<file path="config.mk">
export PLATFORM = sky130hd
export DESIGN_NAME = imem_bridge
export DESIGN_NICKNAME = d
export VERILOG_FILES = /design/src/rtl/imem_bridge.sv
export SDC_FILE = /design/constraint.sdc
export NUM_CORES = 1
export LEC_CHECK = 0
export CORE_UTILIZATION = 44
export DETAILED_ROUTE_END_ITERATION = 12
export PLACE_DENSITY = 0.8
export SLEW_MARGIN = 20
export SYNTH_ARGS = -nofsm -noshare
export SYNTH_HDL_FRONTEND = slang
export SYNTH_SLANG_ARGS = --single-unit
export TNS_END_PERCENT = 10
</file>
<file path="constraint.sdc">
create_clock -name clk -period 2.65 [get_ports clk]
set_input_delay 0.53 -clock clk [delete_from_list [all_inputs] [get_ports clk]]
set_output_delay 0.53 -clock clk [all_outputs]
set_load 0.01 [all_outputs]
</file>
<file path="src/rtl/imem_bridge.sv">
// Single-outstanding fetch-to-memory read bridge with redirect discard and a sticky watchdog.
// Optional one-entry hit buffer in front of memory: define IMEM_BRIDGE_HIT_BUF_EN.
module imem_bridge #(
    parameter int unsigned TIMEOUT_CYCLES = 256
) (
    input  logic        clk,
    input  logic        rst,
    input  logic [31:0] imem_addr,
    input  logic [3:0]  imem_rmask,
    input  logic        redirect,
    output logic [31:0] imem_rdata,
    output logic        imem_resp,
    output logic [31:0] mem_addr,
    output logic        mem_read,
    input  logic [31:0] mem_rdata,
    input  logic        mem_resp,
    output logic        timeout_err
);

    typedef enum logic [1:0] {IDLE, BUSY, DISCARD} state_t;

    localparam logic [15:0] WD_MAX = 16'(TIMEOUT_CYCLES);

    state_t      state;
    logic [15:0] wd_cnt;
    logic [15:0] wd_inc;
    logic        hit;
    logic        unused_addr_lsb;

    assign unused_addr_lsb = ^imem_addr[1:0];
    assign wd_inc = (wd_cnt == WD_MAX) ? wd_cnt : wd_cnt + 16'd1;

`ifdef IMEM_BRIDGE_HIT_BUF_EN
    // Data side of the buffer is imem_rdata itself: it always holds the last delivered word.
    logic [29:0] hit_tag;
    logic        hit_vld;
    assign hit = hit_vld && (hit_tag == imem_addr[31:2]);
`else
    assign hit = 1'b0;
`endif

    always_ff @(posedge clk or negedge rst) begin
        if (!rst) begin
            state       <= IDLE;
            mem_read    <= 1'b0;
            mem_addr    <= 32'h0;
            imem_resp   <= 1'b0;
            imem_rdata  <= 32'h0000_0013;
            timeout_err <= 1'b0;
            wd_cnt      <= 16'd0;
`ifdef IMEM_BRIDGE_HIT_BUF_EN
            hit_tag     <= 30'h0;
            hit_vld     <= 1'b0;
`endif
        end else begin
            imem_resp <= 1'b0;
            case (state)
                IDLE: begin
                    if (imem_rmask != 4'h0) begin
                        if (hit) begin
                            imem_resp <= 1'b1;
                        end else begin
                            mem_addr <= {imem_addr[31:2], 2'b00};
                            mem_read <= 1'b1;
                            state    <= BUSY;
                            // The count includes the cycle being entered, so the error shows
                            // during the TIMEOUT_CYCLES-th waiting cycle.
                            wd_cnt   <= 16'd1;
                        end
                    end
                end
                BUSY, DISCARD: begin
                    if (mem_resp) begin
                        mem_read <= 1'b0;
                        state    <= IDLE;
                        wd_cnt   <= 16'd0;
                        if (state == BUSY && !redirect) begin
                            imem_rdata <= mem_rdata;
                            imem_resp  <= 1'b1;
`ifdef IMEM_BRIDGE_HIT_BUF_EN
                            hit_tag    <= mem_addr[31:2];
                            hit_vld    <= 1'b1;
`endif
                        end
                    end else begin
                        wd_cnt <= wd_inc;
                        if (wd_inc == WD_MAX) timeout_err <= 1'b1;
                        if (redirect) state <= DISCARD;
                    end
                end
                default: state <= IDLE;
            endcase
        end
    end

endmodule

</file>
==> impl_metrics.ini, run 1 <==
[placed_design]
gp_congestion = 0.820
dpl_worst_slack_ps = 181
dpl_cell_area_um2 = 5210
port_buffers = 134
place_inst = 599
dp_hpwl_um = 6520

[sta]
post-route-period-util = 0.801
hold_ws_ps = 177
hold_viol_final = 0
skew_ps = 10.6
fmax_mhz = 471
setup_viol = 0
rsz0062_at_grt = false
setup_tns_ps = 0
worst_pin_slew_ps = 587
max_slew_margin = 0.605
period_needed_ps = 2120
fin_ws_ps = 528
slew_viol_final = 0

[routing]
wirelength_met1_um = 3600
highest_layer = met4
num_vias = 3133
viasPerCell = 5.10
drc = 0
drtPass1Iterations = 4
antenna_left = 0
route.met3.wl_um = 780
wire_per_inst_um = 14.7
drtIter0Drc = 121
dr_wl_met2_um = 4550
wl_um = 9030

[power_and_ir_drop]
clock_power_share = 0.178
powerDensity_nw_per_um2 = 1030
pwr-share-seq = 0.368
p_leak_nw = 2.36
peakVddDrop_uv = 628
combPwrFrac = 0.454
internal_power_mw = 3.77
switching_share = 0.328
switching_power_mw = 1.84

[cells_and_area]
syn2layout_area_growth_pct = 45.8
stdcell_area_um2 = 5420
final_cells = 614
final_layout_size_suffix_gt1_frac = 0.130
nets = 581
diodes = 0
num-fill-cells = 646
seqCellArea_um2 = 2080
multiInputGateArea_um2 = 1510

[synth]
synthFlopType = dfrtp_1
syn_avg_cell_area_um2 = 10.1
synth_warnings = 0
ys_seq_area_frac = 0.559
synth_top_area_frac = 0.538
syn_area_um2 = 3720
synth_cell_types = 48
synth-edff-count = 0
yosys-top-cells-area = dfrtp_1 54%, nand2_1 11%, mux2_2 9.1%
ys_ff_latch = 83
synth_largest_area_cell = dfrtp_1
synth_cells = 368
synthArstFlopShare = 1.00
synth.most_common_cell = nand2_1
synth_common_cells = 110 x nand2_1, 80 x dfrtp_1, 30 x mux2_2

[clock_network]
cts.sinks = 83
cts_setup_buffers = 0
cts_root_buf = clkbuf_8
cts_made_buffers = 9
cts_resized = 0
clkTransAtPathRegs_ps = 90
ctsHoldBuffers = 0
htreeDepth = 3
cts_tree = done
insertion_delay_ps = 350
cts_buffer_depth = 2

[floorplanning]
die_area_um2 = 8830
die_y_um = 94.0
initial_core_util = 0.453
fp.dieW_um = 94.0
fp.coreArea_um2 = 8220
pin_count = 139
rows = 33

[global_route]
grt-ovfl-total = 0
grt_max_degree = 45
grt_pass1_vias = 3310
grt_usage = 0.217
grt_first_pass_wirelength_um = 14700
antenna_found_initial = 0

[worst_setup_path]
cp-end-kind = flop
rrSetupSlack_ps = 530
r2r_cells = 5
cp.required_ps = 2900
path_class = flop to flop
critPathMaxFanout = 9
crit_arrival_ps = 2370
critPathLaunchType = flop

[hold_path]
hold_path_class = input port to asynchronous set/reset pin

[flow_run]
max_cap_viol_count = 0

[status]
status = completed
## state kept, by name, indices dropped and copies added (netlist names)
signal / cells
imem_rdata: 32
mem_addr: 30
wd_cnt: 16
state: 2
imem_resp: 1
mem_read: 1
timeout_err: 1
## cell families after synthesis
group           after synthesis  share of synthesized area
mux                          32                     0.0962
xor+xnor                      6                     0.0141
fa+ha+maj                     4                     0.0135
other cells                   1                    0.00101
simple gates                161                      0.195
flops                        83                      0.559
compound gates               51                     0.0861
buf+inv                      30                     0.0353
## power groups by stage
stage	clock network, mW	registers, mW	logic (mW)
2_1_floorplan	0	2.28	0.972
3_3_place_gp	0	2.05	2.50
3_5_place_dp	0	2.08	2.56
4_1_cts	1.02	2.07	2.58
5_1_grt	1.07	2.13	2.77
6_report	0.997	2.07	2.55
## per-layer routing
layer | GRT usage | vias up
met4 | 0.0872 | 0
met5 | 0 | -
li1 | - | 1519
met2 | 0.366 | 102
met3 | 0.0858 | 6
met1 | 0.244 | 1506
## stage by stage
stage / utilization / total power, mW
floorplan: - / 3.25
global placement: 0.634 / 4.55
detailed placement: 0.634 / 4.65
CTS: 0.660 / 5.67
global route: 0.660 / 5.96
finish: 0.660 / 5.61
## cell usage in the layout, fill, tap and decap left out, drive strengths merged, types with 2 or more instances in the layout
master / n
xnor2: 4
nor2: 14
and3: 2
buf: 12
ha: 4
bufinv: 2
nand3: 9
a31oi: 4
xor2: 2
dfrtp: 80
nor2b: 2
a21oi: 7
nor3: 5
clkbuf: 10
clkdlybuf4s50: 133
nand2b: 2
nand4: 5
o21ai: 24
o41ai: 3
nand2: 110
nor4: 3
mux2: 30
dfstp: 3
conb: 2
mux2i: 2
inv: 11
or3: 3
o31ai: 5
a41oi: 2
## final cells by class
type,count,share of cell area
multi-input combinational,256,0.279
tap,105,0.0242
clock inverter,5,0.0161
sequential,83,0.384
clock buffer,10,0.0235
inverter,10,0.00692
timing repair buffer,145,0.267
## worst max-delay path: stages (launching register included)
cell and delay [ps]:
dfrtp_1 510, ha_1 310, nand4_1 150, nor4_1 570, a31oi_1 180, o41ai_2 300
## final timing paths
kind / from / endpoint
setup reg to reg: wd_cnt[0] / timeout_err
min in group clk: imem_rdata[0] / imem_rdata[0]
setup / recovery: wd_cnt[0] / timeout_err
max in group asynchronous: rst / imem_rdata[1]
hold reg to reg: imem_rdata[0] / imem_rdata[0]
hold / removal: rst / imem_rdata[5]
(Power assumes the default switching activity.)
==> inputs of run 2 (changes only) <==
- clock period: 2.65 -> 2.16 ns (I/O delays scaled with it)
==> run 2 against run 1 <==
Compared with the run above: sequential share of layout area decreased by 0.95 points; final cell count increased by 2.6%; routed wire length increased by 0.73%.
==> impl_metrics.ini, run 2 (synthesis gave the netlist of run 1 again) <==
[status]
status = completed

[global_route]
grt_pass1_vias = 3327
grt_max_degree = 50
grt_usage = 0.218
grt-ovfl-total = 0
antenna_found_initial = 0
grt_first_pass_wirelength_um = 14900

[worst_setup_path]
cp_cell_sequence = inv_1 > ha_1 > or4b_4 > nor3_4 > nor4b_4 > mux2i_1 > o221ai_1
cp-end-kind = flop
crit_buf_inv = 1
crit_arrival_ps = 2270
crit_path_start = wd_cnt[0]
cpLargestDelayFamily = simple AND/OR/NAND/NOR gates
cp.required_ps = 2380
r2r_start = wd_cnt[0]
critPathMaxFanout = 3
path_class = flop to flop
critPathLaunchType = flop
slowest_delay_ps = 480
crit_slowest_cell = or4b_4

[sta]
fmax_mhz = 489
skew_ps = 9.44
hold_viol_final = 0
post-route-period-util = 0.947
worst_pin_slew_ps = 632
slew_viol_final = 0
rsz0062_at_grt = true
setup_viol = 0
max_slew_margin = 0.579
hold_ws_ps = 89.8
setup_tns_ps = 0
period_needed_ps = 2050
fin_ws_ps = 114

[floorplanning]
initial_core_util = 0.453
rows = 33
fp.coreArea_um2 = 8220
die_y_um = 94.0
die_area_um2 = 8830
fp.dieW_um = 94.0
pin_count = 139

[hold_path]
hold_path_class = input port to asynchronous set/reset pin

[cells_and_area]
final_layout_size_suffix_gt1_frac = 0.156
largest_register_ffs = 32
final_cells = 630
layout_commonest_cell = clkdlybuf4s50_1
seqCellArea_um2 = 2080
top_regs = imem_rdata (32), mem_addr (30), wd_cnt (16)
diodes = 0
final_cell_mix = 133 x clkdlybuf4s50_1, 110 x nand2_1, 80 x dfrtp_1, 30 x mux2_2, 24 x buf_4
num-fill-cells = 604
multiInputGateArea_um2 = 1520
nets = 596
syn2layout_area_growth_pct = 49.5
largest_register = imem_rdata

[routing]
drtPass1Iterations = 4
wl_um = 9090
viasPerCell = 5.08
dr_wl_met2_um = 4470
drc = 0
num_vias = 3203
highest_layer = met4
drtIter0Drc = 84
route.met3.wl_um = 861
wire_per_inst_um = 14.4
antenna_left = 0
wirelength_met1_um = 3620

[clock_network]
cts_made_buffers = 9
cts_buffer_depth = 2
clkTransAtPathRegs_ps = 90
cts.sinks = 83
cts_root_buf = clkbuf_8
insertion_delay_ps = 350
cts_tree = done
htreeDepth = 3

[power_and_ir_drop]
peakVddDrop_uv = 720
p_leak_nw = 2.44
power_mw = 7.04
powerDensity_nw_per_um2 = 1270

[placed_design]
dpl_worst_slack_ps = -188
gp_congestion = 0.840
dp_hpwl_um = 6590
port_buffers = 134
place_inst = 611

[flow_run]
max_cap_viol_count = 0
[run 2: worst register-to-register path, cell delays in order (launching register included)]
cell and delay (ps):
dfrtp_1 390, inv_1 70, ha_1 140, or4b_4 480, nor3_4 160, nor4b_4 310, mux2i_1 250, o221ai_1 120
[run 2: report_power, final]
group / switching (mW) / leakage [nW] / internal, mW
clock network: 0.558 / 0.108 / 0.661
logic: 1.43 / 1.31 / 1.90
registers: 0.312 / 1.03 / 2.18
total: 2.30 / 2.44 / 4.74
[run 2: layout make-up]
| class | instances | area share |
|---|---|---|
| clock buffer | 11 | 0.0236 |
| tap | 105 | 0.0236 |
| inverter | 10 | 0.00675 |
| sequential | 83 | 0.374 |
| multi-input combinational | 256 | 0.274 |
| clock inverter | 5 | 0.0155 |
| timing repair buffer | 160 | 0.283 |
[run 2: path summary, 6_finish.rpt]
kind                       slack, ps  cells after the start       endpoint
max in group asynchronous       1450                      2   mem_addr[24]
hold reg to reg                  460                      2  imem_rdata[0]
hold / removal                    90                      1  imem_rdata[5]
setup / recovery                 110                      7      wd_cnt[0]
setup reg to reg                 110                      7      wd_cnt[0]
min in group clk                 460                      2  imem_rdata[0]
[run 2: through the flow]
step                instance area [um2]  utilization
floorplan                          3720            -
global placement                   5310        0.646
detailed placement                 5310        0.646
CTS                                5550        0.676
global route                       5560        0.677
finish                             5560        0.677
[run 2: per-layer routing]
| layer | GRT usage | up-vias |
|---|---|---|
| li1 | - | 1550 |
| met3 | 0.104 | 14 |
| met2 | 0.364 | 101 |
| met1 | 0.247 | 1538 |
| met5 | 0 | - |
| met4 | 0.0641 | 0 |
[run 2: timing repair]
item	CTS	global route
setup endpoints to repair	1	2
hold buffers	0	0
hold endpoints to repair	0	0
pin swaps	1	2
gates resized for setup	0	2
setup buffers	3	0
==> patch 1, RTL diff (settings of run 2) <==
Re-encode `state_t` (3 states) as one-hot, 3 bits wide.
--- a/src/rtl/imem_bridge.sv
+++ b/src/rtl/imem_bridge.sv
@@ -17,7 +17,7 @@
     output logic        timeout_err
 );
 
-    typedef enum logic [1:0] {IDLE, BUSY, DISCARD} state_t;
+    typedef enum logic [2:0] {IDLE = 3'b001, BUSY = 3'b010, DISCARD = 3'b100} state_t;
 
     localparam logic [15:0] WD_MAX = 16'(TIMEOUT_CYCLES);
 
Function: same outputs for any inputs over 4 cycles, from zero or initial values and one cycle with rst low; so few cycles prove little.
==> patch 1 against run 2 <==
  * Synthesized area shrank 0.10%
  * Hold slack got worse by 0.025 ns
  * Design area hardly changed
  * Utilization rose by 0.37 points
  * Sequential power rose by 4%
  * Sequential cell count grew 1
  * Routed wire length fell by 7.2%
  * Die area is essentially flat
  * Total power shrank 2.8%
  * Setup slack gained 0.076 ns
  * Largest power group unchanged
==> patch 1: results <==
[placement]
post-dp-hpwl_um = 6200
gp_congestion = 0.803

[global_route]
grt_max_degree = 42
grt_pass1_vias = 2946
grt_pass1_wl_um = 13800
grtUsageTotal_pct = 20.2

[yosys]
yosysUniqueCellTypes = 44
synth.area.top_cells = "dfrtp_1 (54%), mux2_2 (19%), dfstp_2 (2.8%), o21ai_0 (2.7%), clkbuf_1 (1.7%)"
postSynthCellCount = 296
synth-compound-area-share_pct = 8.35
ys_seq_area_share_pct = 56.7
synthXorXnorAreaFrac_pct = 2.36
synth_fa_ha_area_share_pct = 0.673
yosys-top-cells-count = "dfrtp_1 (80), mux2_2 (62), o21ai_0 (20)"

[pwr]
static-leakage-power_nw = 2.27
peakVddDrop_mv = 0.701
internal_power_mw = 4.76

[finish]
drive_gt1_share_pct = 25.7
nNetsFinal = 517
instances_no_fill = 553

[detailed_routing]
routed_via_density = 5.25
drt-initial-drc-count = 242
wl_per_cell_um = 15.3
wl_met2_um = 4300

[critical_path]
cp.arrival_ns = 2.21

[sta]
finClkSkew_ns = 0.00629
max_slew_margin_pct = 50.9

[status]
status = "finished clean"

[floorplanning]
initial_core_util_pct = 45.5
[patch 1: cell types whose count changed after synthesis, sizes merged, moves of 4 or more]
cell and change:
buf -8, inv -5, mux2 +32, clkbuf +10
o21ai -4, nand2 -100
[patch 1: area by class of cell]
| cell class | instances | area share, % |
|---|---|---|
| Inverter | 5 | 0.337 |
| Tap cell | 105 | 2.36 |
| Timing Repair Buffer | 157 | 28.1 |
| Clock buffer | 11 | 2.54 |
| Multi-Input combinational cell | 186 | 27.7 |
| Clock inverter | 5 | 1.06 |
| Sequential cell | 84 | 37.9 |
[patch 1: how the worst max path moves through the flow]
stage | start | to | cells past startpoint
floorplan | wd_cnt[1] | timeout_err | 7
global placement | imem_rmask[1] | wd_cnt[0] | 7
detailed placement | imem_rmask[1] | wd_cnt[0] | 7
CTS | wd_cnt[1] | timeout_err | 6
global route | wd_cnt[1] | timeout_err | 6
finish | wd_cnt[0] | timeout_err | 6
[patch 1: worst max-delay path, stage by stage, from the launching register on]
cell and delay [ns]:
dfrtp_1 0.41, ha_4 0.17, and3_1 0.19, a211o_1 0.33, a2111oi_4 0.36, o2111ai_2 0.18
o41ai_2 0.22
[patch 1: kinds of logic after synthesis]
family	Yosys count
xor gates and xnor gates	10
AOI/OAI and AO/OA	45
and+or+nand+nor	65
adders and majority gates	2
muxes	62
DFF	84
other	1
buffers and inverters	27
[patch 1: layer usage]
metal	GRT usage (%)	vias up
li1	-	1358
met1	24.8	1439
met2	34.7	93
met3	5.50	13
met4	6.03	0
met5	0	-
[patch 1: power groups by stage]
| stage | registers [mW] | logic, mW | clock network [mW] |
|---|---|---|---|
| 6_report | 2.58 | 3.14 | 1.13 |
| 3_3_place_gp | 2.57 | 3.10 | 0 |
| 2_1_floorplan | 2.86 | 1.12 | 0 |
| 3_5_place_dp | 2.61 | 3.16 | 0 |
| 5_1_grt | 2.65 | 3.36 | 1.23 |
| 4_1_cts | 2.58 | 3.17 | 1.17 |
[patch 1: what timing repair did]
item | CTS | global route
hold buffers | 0 | 0
buffers inserted | 1 | 0
setup endpoints to repair | 1 | 1
pin swaps | 1 | 1
resized for setup | 0 | 2
[patch 1: per-stage QoR]
step                hold slack (ns)  setup slack, ns  util, %
floorplan                     0.136          0.00384        -
global placement              0.455           -0.118     65.4
detailed placement            0.460           -0.134     65.4
CTS                          0.0743           0.0342     67.9
global route                 0.0929           0.0560     68.1
finish                       0.0652            0.190     68.1
==> patch 2, RTL diff (flow settings as in run 2) <==
Made on the original files. Add a define of `IMEM_BRIDGE_HIT_BUF_EN`.
--- a/src/rtl/imem_bridge.sv
+++ b/src/rtl/imem_bridge.sv
@@ -1,5 +1,7 @@
 // Single-outstanding fetch-to-memory read bridge with redirect discard and a sticky watchdog.
 // Optional one-entry hit buffer in front of memory: define IMEM_BRIDGE_HIT_BUF_EN.
+`define IMEM_BRIDGE_HIT_BUF_EN
+
 module imem_bridge #(
     parameter int unsigned TIMEOUT_CYCLES = 256
 ) (
Function: changed (Yosys sat finds a counterexample within 4 cycles, from zero or initial values and one cycle with rst low).
==> patch 2 against run 2 <==
  * The run now ends with negative setup slack left
  * Synthesized area rose by 47%
  * Total power up 59%
  * Non-clock buffer count increased by 14
  * Setup slack got worse by 0.20 ns
  * Die area is 46% higher
  * Maximum frequency shrank 9.1%
  * Routed wire length grew 53%
  * Sequential cell count rose by 31
  * Design area grew 43%
  * First-iteration DRC count rose by 130%
  * Critical path type is now input pin to flip-flop
  * Critical endpoint is now mem_addr[7]
==> patch 2: results <==
[status]
status = "complete, but fails checks"
violations = "negative setup slack"

[critical_path]
slowest_stage = "or4_4"
path_max_fanout = 9
max_stage_delay_ns = 0.47
cp.arrival_ns = 2.54
cpLargestDelayFamily = "simple AND/OR/NAND/NOR gates"

[yosys]
synth-compound-area-share_pct = 6.36
ys.flop_type = "dfrtp_1"
async_flop_share_pct = 100
synth_warnings = 0
synth.area.mux_share_pct = 21.2
ys_seq_area_share_pct = 52.1
yosys-top-cells-count = "dfrtp_1 (111), mux2_2 (62), mux2_4 (31)"
synth.area.top_cells = "dfrtp_1 (51%), mux2_2 (13%), mux2_4 (8.5%), xnor2_1 (3.2%), xor2_1 (2.7%)"
synth_top_area_share_pct = 50.6
synthXorXnorAreaFrac_pct = 5.91
yosysUniqueCellTypes = 55
synth_fa_ha_area_share_pct = 1.14

[global_route]
grt_pass1_vias = 4433
grt_max_degree = 52
antenna_found_initial = 2
grt_pass1_wl_um = 22500
grtUsageTotal_pct = 22.9

[min_path]
hp-class = "input pin to flip-flop"

[placement]
port_buffers = 134
post-dp-hpwl_um = 9450
gp_congestion = 0.922
placed_area_um2 = 7150
dp_slack_ns = -0.762

[pwr]
internal_power_mw = 7.67
static-leakage-power_nw = 3.49
peakVddDrop_mv = 0.861
powerComb_mw = 4.80
p_clk_mw = 2.55

[clocking]
insertion_delay_ns = 0.41
cts_hold_buf = 1
cts_setup_buffers = 11
h-tree-depth = 4
clk_pin_slew_ns = 0.05
cts-root-buf = "clkbuf_16"
clk_path_buf_depth = 2
numCtsBuffers = 17
cts_resized = 32

[finish]
largest_registers = "imem_rdata (32), hit_tag (30), mem_addr (30)"
largest_reg_flops = 32
nNetsFinal = 672
drive_gt1_share_pct = 31.7
fillers = 878

[sta]
finClkSkew_ns = 0.0116
finalSetupViolCount = 32
layout_setup_ws_ns = -0.0900

[detailed_routing]
wl_per_cell_um = 18.0
vias = 4141
drt-initial-drc-count = 189
==> patch 2: area by class of cell <==
cell class / instances / area (µm²) / share of cell area [%]
Clock inverter: 6 / 57.6 / 0.723
Inverter: 10 / 37.5 / 0.472
Tap cell: 168 / 210 / 2.64
Timing Repair Buffer: 174 / 1710 / 21.5
Antenna cell: 2 / 5.00 / 0.0629
Clock buffer: 23 / 478 / 6.01
Multi-Input combinational cell: 278 / 2600 / 32.7
Sequential cell: 114 / 2860 / 35.9
==> patch 2: through the flow <==
| stage | setup TNS [ns] | util (%) | power [mW] | hold slack [ns] | std cells |
|---|---|---|---|---|---|
| after global placement | -28.56 | 59.3 | 8.09 | 0.374 | 730 |
| after detailed placement | -33.81 | 59.3 | 8.28 | 0.379 | 730 |
| after CTS | -0.349 | 65.0 | 11.1 | 0.410 | 771 |
| after floorplan | 0 | - | 6.20 | 0.136 | 427 |
| after global routing | -4.64 | 66.0 | 11.7 | 0.339 | 775 |
| final | -2.07 | 66.0 | 11.2 | 0.344 | 775 |
==> patch 2: final timing paths <==
check	depth (start not counted)	end	startpoint	slack, ns
max in group asynchronous	3	imem_rdata[4]	rst	1.02
hold / removal	2	mem_addr[17]	imem_addr[17]	0.34
setup reg to reg	8	mem_addr[7]	hit_tag[22]	-0.06
setup / recovery	9	mem_addr[7]	imem_addr[31]	-0.09
min in group asynchronous	2	mem_addr[13]	rst	0.50
hold reg to reg	1	timeout_err	timeout_err	0.48
==> patch 2: per-layer routing <==
layer	vias to the layer above	wire [µm]	GRT usage, %
met1	2092	5560	26.9
met2	140	7080	38.2
met4	0	372	10.5
li1	1877	-	-
met3	32	911	7.60
met5	-	0	0
